<file path="config.mk">
export PLATFORM = sky130hd
export DESIGN_NAME = fir_mac_serial
export DESIGN_NICKNAME = d
export VERILOG_FILES = /design/src/rtl/fir_mac_serial.sv
export SDC_FILE = /design/constraint.sdc
export NUM_CORES = 1
export LEC_CHECK = 0
export BUFFER_PORTS_ARGS = -buffer_cell sky130_fd_sc_hd__buf_2
export CAP_MARGIN = 5
export CELL_PAD_IN_SITES_DETAIL_PLACEMENT = 0
export CELL_PAD_IN_SITES_GLOBAL_PLACEMENT = 1
export CORE_ASPECT_RATIO = 1.75
export CORE_UTILIZATION = 50
export CTS_BUF_LIST = sky130_fd_sc_hd__clkbuf_4 sky130_fd_sc_hd__clkbuf_8
export DETAILED_ROUTE_END_ITERATION = 10
export PLACE_DENSITY_LB_ADDON = 0.1
export SETUP_SLACK_MARGIN = 0.5
export SYNTH_ARGS = -nofsm -noshare
export SYNTH_HDL_FRONTEND = slang
export SYNTH_SLANG_ARGS = --single-unit
</file>
<file path="constraint.sdc">
create_clock -name i_clock -period 13.05 [get_ports i_clock]
set_input_delay 2.61 -clock i_clock [delete_from_list [all_inputs] [get_ports i_clock]]
set_output_delay 2.61 -clock i_clock [all_outputs]
set_load 0.05 [all_outputs]
</file>
<file path="src/rtl/fir_mac_serial.sv">
// Time-multiplexed FIR: one signed multiplier and one accumulator walk NTAPS taps per
// accepted sample; the full-precision sum is registered straight into o_data.
module fir_mac_serial #(
    parameter int NB_DATA  = 8,
    parameter int NBF_DATA = 6,
    parameter int NB_COEF  = 8,
    parameter int NBF_COEF = 7,
    parameter int NTAPS    = 8,
    parameter int NB_ADDR  = 3,
    parameter int NB_OUT   = 19,
    parameter int NBF_OUT  = 13
) (
    input  logic                      i_clock,
    input  logic                      i_reset_n,
    input  logic                      i_valid,
    input  logic signed [NB_DATA-1:0] i_data,
    output logic                      o_ready,
    input  logic                      i_coef_we,
    input  logic        [NB_ADDR-1:0] i_coef_addr,
    input  logic signed [NB_COEF-1:0] i_coef_data,
    output logic                      o_valid,
    output logic signed [NB_OUT-1:0]  o_data
);

    localparam int NB_PROD = NB_DATA + NB_COEF;

    if (((1 << NB_ADDR) != NTAPS) || (NTAPS < 2) ||
        (NB_OUT != NB_DATA + NB_COEF + NB_ADDR) ||
        (NBF_OUT != NBF_DATA + NBF_COEF)) begin : g_param_check
        $error("fir_mac_serial: inconsistent width/tap parameters");
    end

    typedef enum logic {
        IDLE,
        MAC
    } state_t;

    state_t                      state;
    state_t                      state_next;
    logic                        ready_next;
    logic                        valid_next;
    logic        [NB_ADDR-1:0]   cnt;
    logic signed [NB_DATA-1:0]   x [NTAPS];
    logic signed [NB_COEF-1:0]   c [NTAPS];
    logic signed [NB_OUT-1:0]    acc;
    logic signed [NB_PROD-1:0]   prod;
    logic signed [NB_OUT-1:0]    sum;
    logic                        accept;
    logic                        last;

    // Guard bits above the product make every accumulation overflow-free.
    function automatic logic signed [NB_OUT-1:0] sext_prod(input logic signed [NB_PROD-1:0] p);
        return {{(NB_OUT - NB_PROD){p[NB_PROD-1]}}, p};
    endfunction

    assign accept = (state == IDLE) && o_ready && i_valid;
    assign last   = (state == MAC) && (cnt == NB_ADDR'(NTAPS - 1));
    assign prod   = x[cnt] * c[cnt];
    assign sum    = acc + sext_prod(prod);

    always_ff @(posedge i_clock) begin
        if (!i_reset_n) begin
            state   <= IDLE;
            o_ready <= 1'b0;
            o_valid <= 1'b0;
        end else begin
            state   <= state_next;
            o_ready <= ready_next;
            o_valid <= valid_next;
        end
    end

    // o_ready comes up one edge after reset release, then tracks IDLE exactly.
    always_comb begin
        state_next = state;
        ready_next = o_ready;
        valid_next = 1'b0;
        case (state)
            IDLE: begin
                if (accept) begin
                    state_next = MAC;
                    ready_next = 1'b0;
                end else begin
                    ready_next = 1'b1;
                end
            end
            MAC: begin
                if (last) begin
                    state_next = IDLE;
                    ready_next = 1'b1;
                    valid_next = 1'b1;
                end
            end
            default: begin
                state_next = IDLE;
                ready_next = 1'b0;
            end
        endcase
    end

    always_ff @(posedge i_clock) begin
        if (!i_reset_n) begin
            for (int k = 0; k < NTAPS; k++) begin
                x[k] <= '0;
                c[k] <= '0;
            end
            acc    <= '0;
            cnt    <= '0;
            o_data <= '0;
        end else begin
            // Coefficients are read from E1 onward, so a write on the accept edge is seen.
            if (o_ready && i_coef_we) begin
                c[i_coef_addr] <= i_coef_data;
            end
            if (accept) begin
                for (int k = NTAPS - 1; k >= 1; k--) begin
                    x[k] <= x[k-1];
                end
                x[0] <= i_data;
                acc  <= '0;
                cnt  <= '0;
            end else if (state == MAC) begin
                acc <= sum;
                cnt <= cnt + 1'b1;
                if (last) begin
                    o_data <= sum;
                end
            end
        end
    end

endmodule

</file>
Yosys cells after proc, flatten, opt, wreduce, memory -nomap -nowiden
Memory sizes are Yosys's and may differ from the RTL's. A register that Yosys moved wholly into a read port is not among the register bits.
Index checks and enable logic that the tools add are counted.
Word-level totals
  bits in latches: 0
  output and inout port bits: 21
  memories: 2
  memory bits (writable): 128
  ROM bits: 0
  register bits after elaboration: 44
Cells by class
  multiply operators: 1
  add/sub/neg operators: 2
  $lt $le $gt $ge: 0
  reduce and logical (&&, ||, !) cells: 8
  eq/ne operators: 2
  muxes and demuxes: 28
  divide/modulo/power cells: 0
  shift operators: 0
  bitwise operators: 11
Memory list
  c: words 8, bits a word 8, read ports 1, clocked after Yosys merged registers in 1, write ports 8, line 44  | logic signed [NB_COEF-1:0] c [NTAPS];
  x: words 8, bits a word 8, read ports 8, clocked after Yosys merged registers in 1, write ports 8, line 43  | logic signed [NB_DATA-1:0] x [NTAPS];
Operator list (count)
  $mux 8: 9
  $add 19x16->19: 1
  $mul 8x8->16: 1
  $mux 3: 5
  $mux 1: 12
  $or 1x1->1: 8
  $reduce_or 8->1: 1
  $logic_and 1x1->1: 4
  $pmux 1 s2: 2
  $add 3x1->3 const B: 1
  $eq 3x3->1 const B: 1
  $not 1->1: 3
  $reduce_and 3->1: 1
  $ne 2x1->1 const B: 1
  $reduce_and 2->1: 1
  $reduce_or 2->1: 1

Logic depth before layout (Yosys ltp)
Gate-level depths: netlist of run 1.
  word-level depth: 7
  gate-level depth with buffers: 23
  mapped depth without buffers: 21

Worst setup path after synthesis of run 1
Ideal clock, no wire load.
  kind: reg-to-reg
  from: register (tool-made name)
  to: register acc[16]
  path slack: 6.943 ns
  period minus slack after synthesis: 6.107 ns
  required time: 12.933 ns
  arrival: 5.990 ns
  stages on the path, launching flop included: 21
  path through: dfxtp_1 -> buf_2 -> buf_6 -> mux4_2 -> mux2_2 -> inv_2 -> nor2_1 -> inv_1 -> fa_1 -> inv_1 -> fa_1 -> fa_1 -> fa_1 -> fa_1 -> ha_1 -> o211ai_1 -> a21oi_1 -> o22a_4 -> a41oi_2 -> xnor2_1 -> a32o_1
RTL lines
  end signal: assignment: line 123  | acc <= sum;
  end: declaration: line 45  | logic signed [NB_OUT-1:0] acc;

==> reports/results.txt, run 1 <==
Tot GR Track Use - 0.217
Die Ht - 198 um
Die span in x - 114 um
WP buf/inv - 3
Compound-Gate Fraction of Synth Area - 0.0426
Vias - 6557
Reg2Reg Depth - 18
Number of buffers created by CTS - 17
Slowest stage delay, CP - 600 ps
Worst Tran Pin Value - 1270 ps
Vias per cell - 5.34
Die area - 22600 um2
Resized Gates After CTS - 0
Netlist cell types - 56
Post-Synth Simple-Gate Area - 0.142
CP Data Required Time - 13400 ps
Tightest Hold Check Type - reg -> reg
Slew margin rel. - 0.145
Number of fill cells in the layout - 1891
Cell count after synthesis - 882
IO buf count - 43
Largest family of logic cells by synthesized area - adder cells
Global route hottest layer - met2
Share of cells above drive strength 1 - 0.156
Syn Std Cell Area - 11000 um2
Vias in the first global route - 7182
DR WL/cell - 18.1 um
Seq/Total Area, Yosys - 0.436
Net Sw Frac - 0.383
Mean Syn Cell Area - 12.4 um2
Crit-path cells - buf_4 -> mux4_2 -> mux2i_1 -> nor2b_1 -> fa_1 -> inv_1 -> fa_1 -> inv_1 -> fa_1 -> fa_1 -> ha_1 -> ha_1 -> a211oi_1 -> o21bai_1 -> a211oi_1 -> o31ai_1 -> xnor2_1 -> o21ai_0
Internal power - 1.18 mW
Post-layout min period - 6630 ps
Critical Path Most Common Cell - fa_1
Final std cells w/o fill - 1227
DPL Wire Length - 17000 um
Register bit total from synthesis - 175
Clk_lat worst skew - 470 ps
CP Max Fanout - 32
CTS tree - done
Gpl congestion - 0.841
Comb power frac - 0.446
# hold bufs at CTS - 0
Grt ovf - 0
Final hold vios - 0
Drt drc - 0
RR Endpoint - acc[17]$_SDFFE_PP0P_
Levels on crit path - 18
Critical-path top delay cell - fa_1
Pleak - 4.90 nW
Critical Path AT - 6980 ps
Placed Cells incl. Taps - 1194
Max-cap violations - 0
Placement Setup Slack - 6410 ps
Endpoints failing setup - 0
Hold path start - o_data[4]$_SDFFE_PN0P_
Crit share post-route - 0.508
Core area - 21500 um2
Max Clock Freq - 0.151 GHz
Fraction of the mapped netlist area in adder cells - 0.206
Antenna diodes - 0
Psw - 732 uW
Syn. warnings - 0
GR Layer Usage met1 - 0.246
Initial antenna violation count - 0
CP endpoint kind - flop
Startpoint types - flop
Status - finished clean
Max VDD drop - 85.9 uV
WHS Endpoint - o_data[4]$_SDFFE_PN0P_
Top_reg_cell synth - edfxtp_1
EDFF count, synth - 128
CTS Root Cell - clkbuf_8
Hold Path Stages - 2
H-tree levels - 4
Setup CP Type - reg -> reg
RSZ-0062 raised after global routing - false
Most frequent cells in the layout - and2_1 (130), edfxtp_1 (128), inv_1 (100)
Seq pwr share - 0.342
# rows - 71
CTS sink count - 175
Drt first-iter violations - 344
Routing usage on met3 - 0.0355
Initial core utilization - 0.510
Initial DRT Pass Iterations - 5
Largest net degree at the start of global routing - 77
XOR/XNOR Fraction of Synth Area - 0.0144
Routed wire length - 22200 um
TNS Setup - 0 ps
Nets - 1076
Portion of netlist area occupied by mux cells - 0.111
Clock Tree Buf Depth - 2
Top delay family on crit path - adder cells
FFs w/ async S/R, synth - 0
Commonest non-fill, non-tap cell in the layout - and2_1
Mapped Nets - 1035
Post-route ant nets - 0
Final WS setup - 6420 ps
Postcts setup bufs - 0
R2R setup slack - 6420 ps
Area grow syn2layout - 8.51%
First-pass GRT wire length - 36700 um
Ports - 44
Met2 usage in global routing - 0.396
Pwr Density - 160 nW/um2
Clk pwr share - 0.212
Clock-pin transition on the worst setup and hold timing paths - 100 ps
Clk_skew - 14.9 ps
Max-slew violation count - 0
## through the flow
step,utilization,power [mW],cell area (um2),hold slack (ps)
floorplan,-,1.33,11000,460
global placement,0.534,1.49,11500,444
detailed placement,0.534,1.51,11500,447
CTS,0.553,1.93,11900,461
global route,0.554,2.06,11900,487
finish,0.554,1.91,11900,460
## area by class of cell
class	count	area (um2)	area share
Multi-Input combinational cell	574	5670	0.476
Sequential cell	175	4790	0.402
Inverter	102	383	0.0322
Tap cell	292	365	0.0307
Timing Repair Buffer	53	288	0.0242
Clock buffer	17	234	0.0197
Clock inverter	14	179	0.0150
## power groups by stage
stage | Sequential (mW) | Clock (mW) | Combinational, mW
global route | 0.658 | 0.435 | 0.967
floorplan | 0.658 | 0 | 0.667
detailed placement | 0.666 | 0 | 0.849
CTS | 0.654 | 0.415 | 0.861
finish | 0.653 | 0.404 | 0.851
global placement | 0.664 | 0 | 0.828
## flip-flops by register name (all words and copies together) (netlist names), named ones only
name and cells:
acc 19, x 64, o_data 19, c 64, o_valid 1, state 1, o_ready 1, cnt 3
## kinds of logic (layout without fill, tap and decap cells)
| kind of cell | Yosys count | count (layout) |
|---|---|---|
| AOI/OAI and AO/OA | 65 | 65 |
| xor gates and xnor gates | 18 | 18 |
| adders and majority gates | 130 | 130 |
| buffers and inverters | 133 | 186 |
| DFF | 175 | 175 |
| muxes | 68 | 68 |
| and+or+nand+nor | 293 | 293 |
## synth_stat cells, types with 4 or more instances
master / n / area share
and2_1: 130 / 0.074
edfxtp_1: 128 / 0.35
inv_1: 100 / 0.034
fa_1: 84 / 0.15
nor2_1: 80 / 0.027
dfxtp_1: 47 / 0.086
ha_1: 46 / 0.052
mux4_2: 32 / 0.066
nand2_1: 32 / 0.011
clkbuf_1: 19 / 0.0065
o21ai_0: 18 / 0.0082
mux2i_1: 17 / 0.016
xnor2_1: 16 / 0.013
a21oi_1: 14 / 0.0064
nand2b_1: 14 / 0.0080
mux2i_4: 9 / 0.018
nand3_1: 8 / 0.0037
a211oi_1: 7 / 0.0048
mux2_2: 6 / 0.0062
buf_2: 5 / 0.0023
nand4_1: 5 / 0.0029
mux2i_2: 4 / 0.0050
nand3b_1: 4 / 0.0027
## worst register-to-register path: stages (launching register included)
cell	delay (ps)
dfxtp_2	320
buf_4	500
mux4_2	630
mux2i_1	560
nor2b_1	450
fa_1	600
inv_1	60
fa_1	500
inv_1	60
fa_1	550
fa_1	430
ha_1	280
ha_1	400
a211oi_1	340
o21bai_1	160
a211oi_1	250
o31ai_1	130
xnor2_1	200
o21ai_0	110
## how the worst max path moves through the flow
stage	startpoint	to
3_3_place_gp	flop	acc[17]$_SDFFE_PP0P_
6_report	flop	acc[17]$_SDFFE_PP0P_
5_1_grt	flop	acc[17]$_SDFFE_PP0P_
4_1_cts	flop	acc[17]$_SDFFE_PP0P_
2_1_floorplan	flop	acc[16]$_SDFFE_PP0P_
3_5_place_dp	flop	acc[17]$_SDFFE_PP0P_
## routing by layer
metal | part of all wire | vias to the layer above
li1 | - | 3067
met1 | 0.38 | 3324
met2 | 0.56 | 128
met3 | 0.023 | 38
met4 | 0.032 | 0
met5 | 0 | -
No activity file was read; power rests on OpenSTA's default activity.
==> run 2: changes to the inputs <==
--- a/config.mk
+++ b/config.mk
@@ -10,7 +10,7 @@
 export CELL_PAD_IN_SITES_DETAIL_PLACEMENT = 0
 export CELL_PAD_IN_SITES_GLOBAL_PLACEMENT = 1
 export CORE_ASPECT_RATIO = 1.75
-export CORE_UTILIZATION = 50
+export CORE_UTILIZATION = 48
 export CTS_BUF_LIST = sky130_fd_sc_hd__clkbuf_4 sky130_fd_sc_hd__clkbuf_8
 export DETAILED_ROUTE_END_ITERATION = 10
 export PLACE_DENSITY_LB_ADDON = 0.1
==> constraint.sdc (replaced) <==
create_clock -name i_clock -period 5.89 [get_ports i_clock]
set_input_delay 1.178 -clock i_clock [delete_from_list [all_inputs] [get_ports i_clock]]
set_output_delay 1.178 -clock i_clock [all_outputs]
set_load 0.05 [all_outputs]
==> run 2 against run 1 <==
Against the previous run:
- combinational power rose to 3.5 times the previous value
- maximum frequency rose by 16%
- non-clock buffer count increased by 67
- worst hold slack got worse by 5.6 ps
- highest routed layer unchanged
==> reports/results.txt, run 2 (same netlist as run 1, synthesis figures left out) <==
Status - finished clean
CTS tree - done
Antenna diodes - 0 (unchanged)
CP Max Fanout - 8 (-75%)
Final WS setup - 195 ps (-6220 ps)
Setup CP Type - reg -> reg
Drt drc - 0 (unchanged)
DR WL/cell - 18.7 um (+3.1%)
Startpoint types - flop
Gpl congestion - 0.902 (+7.3%)
CTS sink count - 175 (unchanged)
Utilization of the core after routing - 0.589 (+0.0356)
Die area - 23500 um2 (+4.1%)
CP Data Required Time - 6200 ps (-7200 ps)
Clk_skew - 17.5 ps (+2.59 ps)
Ports - 44 (unchanged)
Post-layout min period - 5690 ps (-939 ps)
Tot GR Track Use - 0.225 (+0.00849)
Post-placement cell area - 11700 um2 (+2.3%)
RR Endpoint - o_data[18]$_SDFFE_PN0P_
Vias - 6910 (+5.4%)
IO buf count - 43 (unchanged)
R2R setup slack - 200 ps (-6220 ps)
Fin Hold WS - 455 ps (-5.64 ps)
TNS Setup - 0 ps (unchanged)
Grt ovf - 0 (unchanged)
Die span in x - 116 um (+2.0%)
Die Ht - 202 um (+2.0%)
Initial DRT Pass Iterations - 4 (-1)
Drt first-iter violations - 383 (+11%)
Nets - 1144 (+6.3%)
Core area - 22300 um2 (+3.5%)
Clk_lat worst skew - 470 ps (about the same)
# rows - 72 (+1.4%)
# hold bufs at CTS - 0 (unchanged)
Vias in the first global route - 7460 (+3.9%)
Slew margin rel. - 0.205 (+0.0594)
Worst Tran Pin Value - 1180 ps (-88.2 ps)
Area grow syn2layout - 19.5%
Largest regs - c x64, x x64
Critical Path AT - 6000 ps (-980 ps)
Overall power - 5.25 mW (+180%)
CP endpoint - o_data[18]$_SDFFE_PN0P_
Tightest Hold Check Type - reg -> reg
H-tree levels - 4 (unchanged)
Placed Cells incl. Taps - 1216 (+1.8%)
CP endpoint kind - flop
Crit share post-route - 0.967 (+0.459)
Max-cap violations - 0 (unchanged)
Initial antenna violation count - 0 (unchanged)
Max Clock Freq - 0.176 GHz (+16%)
Reg2Reg Depth - 19 (+1)
Most frequent cells in the layout - and2_1 (130), edfxtp_1 (128), inv_1 (92)
CTS Root Cell - clkbuf_8
Final std cells w/o fill - 1300 (+5.9%)
Placement Setup Slack - 142 ps (-6270 ps)
Share of cells above drive strength 1 - 0.287 (+0.131)
Pwr Density - 400 nW/um2 (+150%)
Vias per cell - 5.32 (-0.53%)
DPL Wire Length - 17600 um (+3.3%)
Max-slew violation count - 0 (unchanged)
RSZ-0062 raised after global routing - true
First-pass GRT wire length - 39200 um (+6.6%)
Post-route ant nets - 0 (unchanged)
Commonest non-fill, non-tap cell in the layout - and2_1
Endpoints failing setup - 0 (unchanged)
Clock Tree Buf Depth - 2 (unchanged)
Max VDD drop - 275 uV (+220%)
Number of buffers created by CTS - 17 (unchanged)
Largest net degree at the start of global routing - 72 (-6.5%)
Design Area, Final - 13100 um2 (+10%)
Initial core utilization - 0.493 (-0.0173)
Routed wire length - 24300 um (+9.2%)
Clock-pin transition on the worst setup and hold timing paths - 90 ps (about the same)
Final hold vios - 0 (unchanged)
Pleak - 5.38 nW (+9.7%)
run 2: cell types whose count changed in the layout (fill, tap and decap cells not counted), moves of 9 or more:
cell	before	now
ha_1	46	31
buf_12	0	9
buf_6	0	12
ha_4	0	12
buf_4	9	52
run 2: how the worst min path moves through the flow:
stage / start / end / depth (start not counted) / slack (ps)
2_1_floorplan: acc[1]$_SDFFE_PP0P_ / acc[1]$_SDFFE_PP0P_ / 2 / 460
6_report: o_data[0]$_SDFFE_PN0P_ / o_data[0]$_SDFFE_PN0P_ / 2 / 450
3_5_place_dp: o_data[0]$_SDFFE_PN0P_ / o_data[0]$_SDFFE_PN0P_ / 2 / 450
3_3_place_gp: o_data[3]$_SDFFE_PN0P_ / o_data[3]$_SDFFE_PN0P_ / 2 / 440
4_1_cts: o_data[0]$_SDFFE_PN0P_ / o_data[0]$_SDFFE_PN0P_ / 2 / 460
5_1_grt: o_data[0]$_SDFFE_PN0P_ / o_data[0]$_SDFFE_PN0P_ / 2 / 480
run 2: final cells by class:
cell class	instances	area, um2
Sequential cell	175	4790
Timing Repair Buffer	120	996
Fill cell	1824	9140
Clock buffer	17	234
Multi-Input combinational cell	575	6200
Clock inverter	15	134
Inverter	102	390
Tap cell	296	370
run 2: metal layers:
layer	global-route usage	share of wire
met1	0.257	0.38
met2	0.408	0.56
met3	0.0345	0.031
met4	0.0952	0.032
met5	0	0
run 2: timing repair:
action | CTS | global route
setup endpoints to repair | 20 | 24
setup buffers | 32 | 16
gates resized for setup | 78 | 33
pin swaps | 40 | 36
gates cloned | 3 | 0
run 2: power breakdown:
part	total (mW)	switching, mW	internal, mW
sequential	1.45	0.0522	1.40
combinational	2.99	1.51	1.48
clock	0.811	0.471	0.340
total	5.25	2.03	3.22
run 2: worst max-delay path, cell delays in order, from the launching register on:
cell and delay [ps]:
dfxtp_4 450, buf_12 170, mux4_2 510, mux2_4 330, inv_6 100, nor2_4 70, inv_2 60, fa_1 430
inv_2 70, fa_1 410, fa_1 560, fa_1 440, fa_2 580, ha_4 200, o211ai_1 220, a21oi_2 80
o22a_4 290, a211oi_2 260, xnor2_1 190, a21oi_1 110
==> run 3: changes to the inputs <==
--- a/config.mk
+++ b/config.mk
@@ -14,7 +14,6 @@
 export CTS_BUF_LIST = sky130_fd_sc_hd__clkbuf_4 sky130_fd_sc_hd__clkbuf_8
 export DETAILED_ROUTE_END_ITERATION = 10
 export PLACE_DENSITY_LB_ADDON = 0.1
-export SETUP_SLACK_MARGIN = 0.5
 export SYNTH_ARGS = -nofsm -noshare
 export SYNTH_HDL_FRONTEND = slang
 export SYNTH_SLANG_ARGS = --single-unit
==> run 3 against run 2 <==
Against the previous run:
- final area fell by 4.3%
- sequential power barely moved
- via count fell by 1.4%
- clock-buffer cell count rose by 1
- maximum frequency fell by 1.4%
- setup slack got worse by 80 ps
- register-to-register slack got worse by 80 ps
- first-iteration DRC count fell by 13%
- sequential cell count did not move
- combinational power fell by 21%
- sequential share of layout area rose by 1.6 points
- highest routed layer unchanged
==> reports/results.txt, run 3 (same netlist as run 1, synthesis figures left out) <==
Post-layout min period - 5780 ps (+80.4 ps)
Clock-pin transition on the worst setup and hold timing paths - 100 ps (about the same)
Core area - 22300 um2 (unchanged)
Max-cap violations - 0 (unchanged)
Endpoints failing setup - 0 (unchanged)
Clk_lat worst skew - 510 ps (+40 ps)
Net Sw Frac - 0.391 (+0.00363)
# rows - 72 (unchanged)
Utilization of the core after routing - 0.564 (-0.0251)
DPL Wire Length - 18500 um (+5.1%)
Grt ovf - 0 (unchanged)
Vias in the first global route - 7524 (+0.86%)
Status - finished clean
Most frequent cells in the layout - and2_1 (130), edfxtp_1 (128), inv_1 (97)
Area grow syn2layout - 14.4%
Gpl congestion - 0.865 (-4.2%)
RSZ-0062 raised after global routing - true
CP Max Fanout - 15 (+7)
# hold bufs at CTS - 0 (unchanged)
IO buf count - 43 (unchanged)
Initial DRT Pass Iterations - 4 (unchanged)
Largest net degree at the start of global routing - 77 (+6.9%)
CP endpoint kind - flop
Antenna diodes - 0 (unchanged)
CTS tree - done
First-pass GRT wire length - 38900 um (-0.58%)
Clk_skew - 14.0 ps (-3.55 ps)
CTS sink count - 175 (unchanged)
CP Data Required Time - 6290 ps (+90 ps)
Largest regs - c x64, x x64
Routed wire length - 24100 um (-0.63%)
Vias per cell - 5.29 (-0.55%)
Setup CP Type - reg -> reg
Ports - 44 (unchanged)
Commonest non-fill, non-tap cell in the layout - and2_1
Max VDD drop - 213 uV (-23%)
Initial antenna violation count - 0 (unchanged)
Comb power frac - 0.508 (-0.061)
Nets - 1133 (-0.96%)
Die area - 23500 um2 (unchanged)
Worst Tran Pin Value - 1220 ps (+41.4 ps)
Post-route ant nets - 0 (unchanged)
Critical-path top delay cell - fa_2
Critical Path Most Common Cell - fa_1
Max Clock Freq - 0.173 GHz (-1.4%)
Max-slew violation count - 0 (unchanged)
Crit share post-route - 0.981 (+0.0137)
Psw - 1.82 mW (-10%)
TNS Setup - 0 ps (unchanged)
Critical Path AT - 6180 ps (+180 ps)
Drt drc - 0 (unchanged)
Crit-path cells - buf_12 -> buf_16 -> mux4_2 -> mux2i_2 -> buf_6 -> nor2_2 -> fa_1 -> inv_2 -> fa_1 -> inv_2 -> fa_1 -> fa_1 -> fa_2 -> ha_4 -> o211ai_1 -> a21oi_2 -> o22a_4 -> a31oi_4 -> xnor2_2 -> a32o_1
Internal power - 2.84 mW (-12%)
Number of buffers created by CTS - 17 (unchanged)
Drt first-iter violations - 333 (-13%)
Clock Tree Buf Depth - 2 (unchanged)
Tot GR Track Use - 0.226 (+0.00108)
Number of fill cells in the layout - 1956 (+7.2%)
Pwr Density - 371 nW/um2 (-7.3%)
Die Ht - 202 um (unchanged)
Overall power - 4.66 mW (-11%)
Tightest Hold Check Type - reg -> reg
Seq pwr share - 0.311 (+0.034)
Pleak - 5.24 nW (-2.6%)
Final hold vios - 0 (unchanged)
Vias - 6814 (-1.4%)
Die span in x - 116 um (unchanged)
Share of cells above drive strength 1 - 0.229 (-0.0583)
Slowest stage delay, CP - 570 ps (about the same)
Slew margin rel. - 0.177 (-0.0279)
Clk pwr share - 0.182 (+0.027)
Startpoint types - flop
Initial core utilization - 0.493 (unchanged)
CTS Root Cell - clkbuf_8
DR WL/cell - 18.7 um (+0.22%)
H-tree levels - 4 (unchanged)
## run 3: changes by cell type in the layout (fill, tap and decap cells not counted), sizes merged
cell,change
clkinvlp,-1
nor2,-1
buf,-12
clkbuf,+3
clkinv,-2
inv,+2
## run 3: area by class of cell
type	count	area (um2)	share of cell area
clock buffers	18	241	0.0192
clock inverters	14	146	0.0117
inverters	102	383	0.0305
multi-input cells	574	5800	0.462
flip-flops and latches	175	4790	0.381
well taps	296	370	0.0295
repair buffers	110	822	0.0655
## run 3: worst paths after layout
| path | start | endpoint | slack (ps) | cells past startpoint |
|---|---|---|---|---|
| max | flop | acc[14]$_SDFFE_PP0P_ | 110 | 20 |
| min | o_data[1]$_SDFFE_PN0P_ | o_data[1]$_SDFFE_PN0P_ | 470 | 2 |
| max reg2reg | flop | acc[14]$_SDFFE_PP0P_ | 110 | 20 |
| min reg2reg | o_data[1]$_SDFFE_PN0P_ | o_data[1]$_SDFFE_PN0P_ | 470 | 2 |
## run 3: layer usage
layer | up-vias | part of all wire | wire length, um | GRT usage
met5 | - | 0 | 0 | 0
met4 | 0 | 0.031 | 738 | 0.109
met3 | 42 | 0.023 | 552 | 0.0390
met2 | 125 | 0.58 | 14000 | 0.420
met1 | 3469 | 0.37 | 8860 | 0.240
li1 | 3178 | - | - | -
## run 3: critical path: cells and delay by family (launching register included)
| family | cells | cell delay, ps |
|---|---|---|
| simple gates | 1 | 50 |
| xor+xnor | 1 | 100 |
| fa+ha+maj | 6 | 2770 |
| flops | 1 | 390 |
| buf+inv | 5 | 570 |
| mux | 2 | 740 |
| compound gates | 5 | 1010 |
## run 3: power by group through the flow
stage | Sequential, mW | Clock, mW | Combinational [mW]
after global placement | 1.47 | 0 | 2.14
after detailed placement | 1.48 | 0 | 2.19
after global routing | 1.46 | 0.914 | 2.64
after CTS | 1.45 | 0.869 | 2.22
after floorplan | 1.46 | 0 | 1.48
final | 1.45 | 0.846 | 2.37
## run 3: per-stage QoR
step	instances	setup slack [ps]	hold slack, ps	cell area (um2)
after CTS	1278	3.72	466	12300
after floorplan	882	127	460	11000
after global placement	1242	-61.9	443	11900
final	1289	115	465	12600
after detailed placement	1242	-153	451	11900
after global routing	1289	-50.2	491	12600
## run 3: timing repair
item	in CTS	in global routing
endpoints found under the setup margin	17	18
setup buffers	4	7
pin swaps	0	14
resized for setup	6	34
cloned	0	1
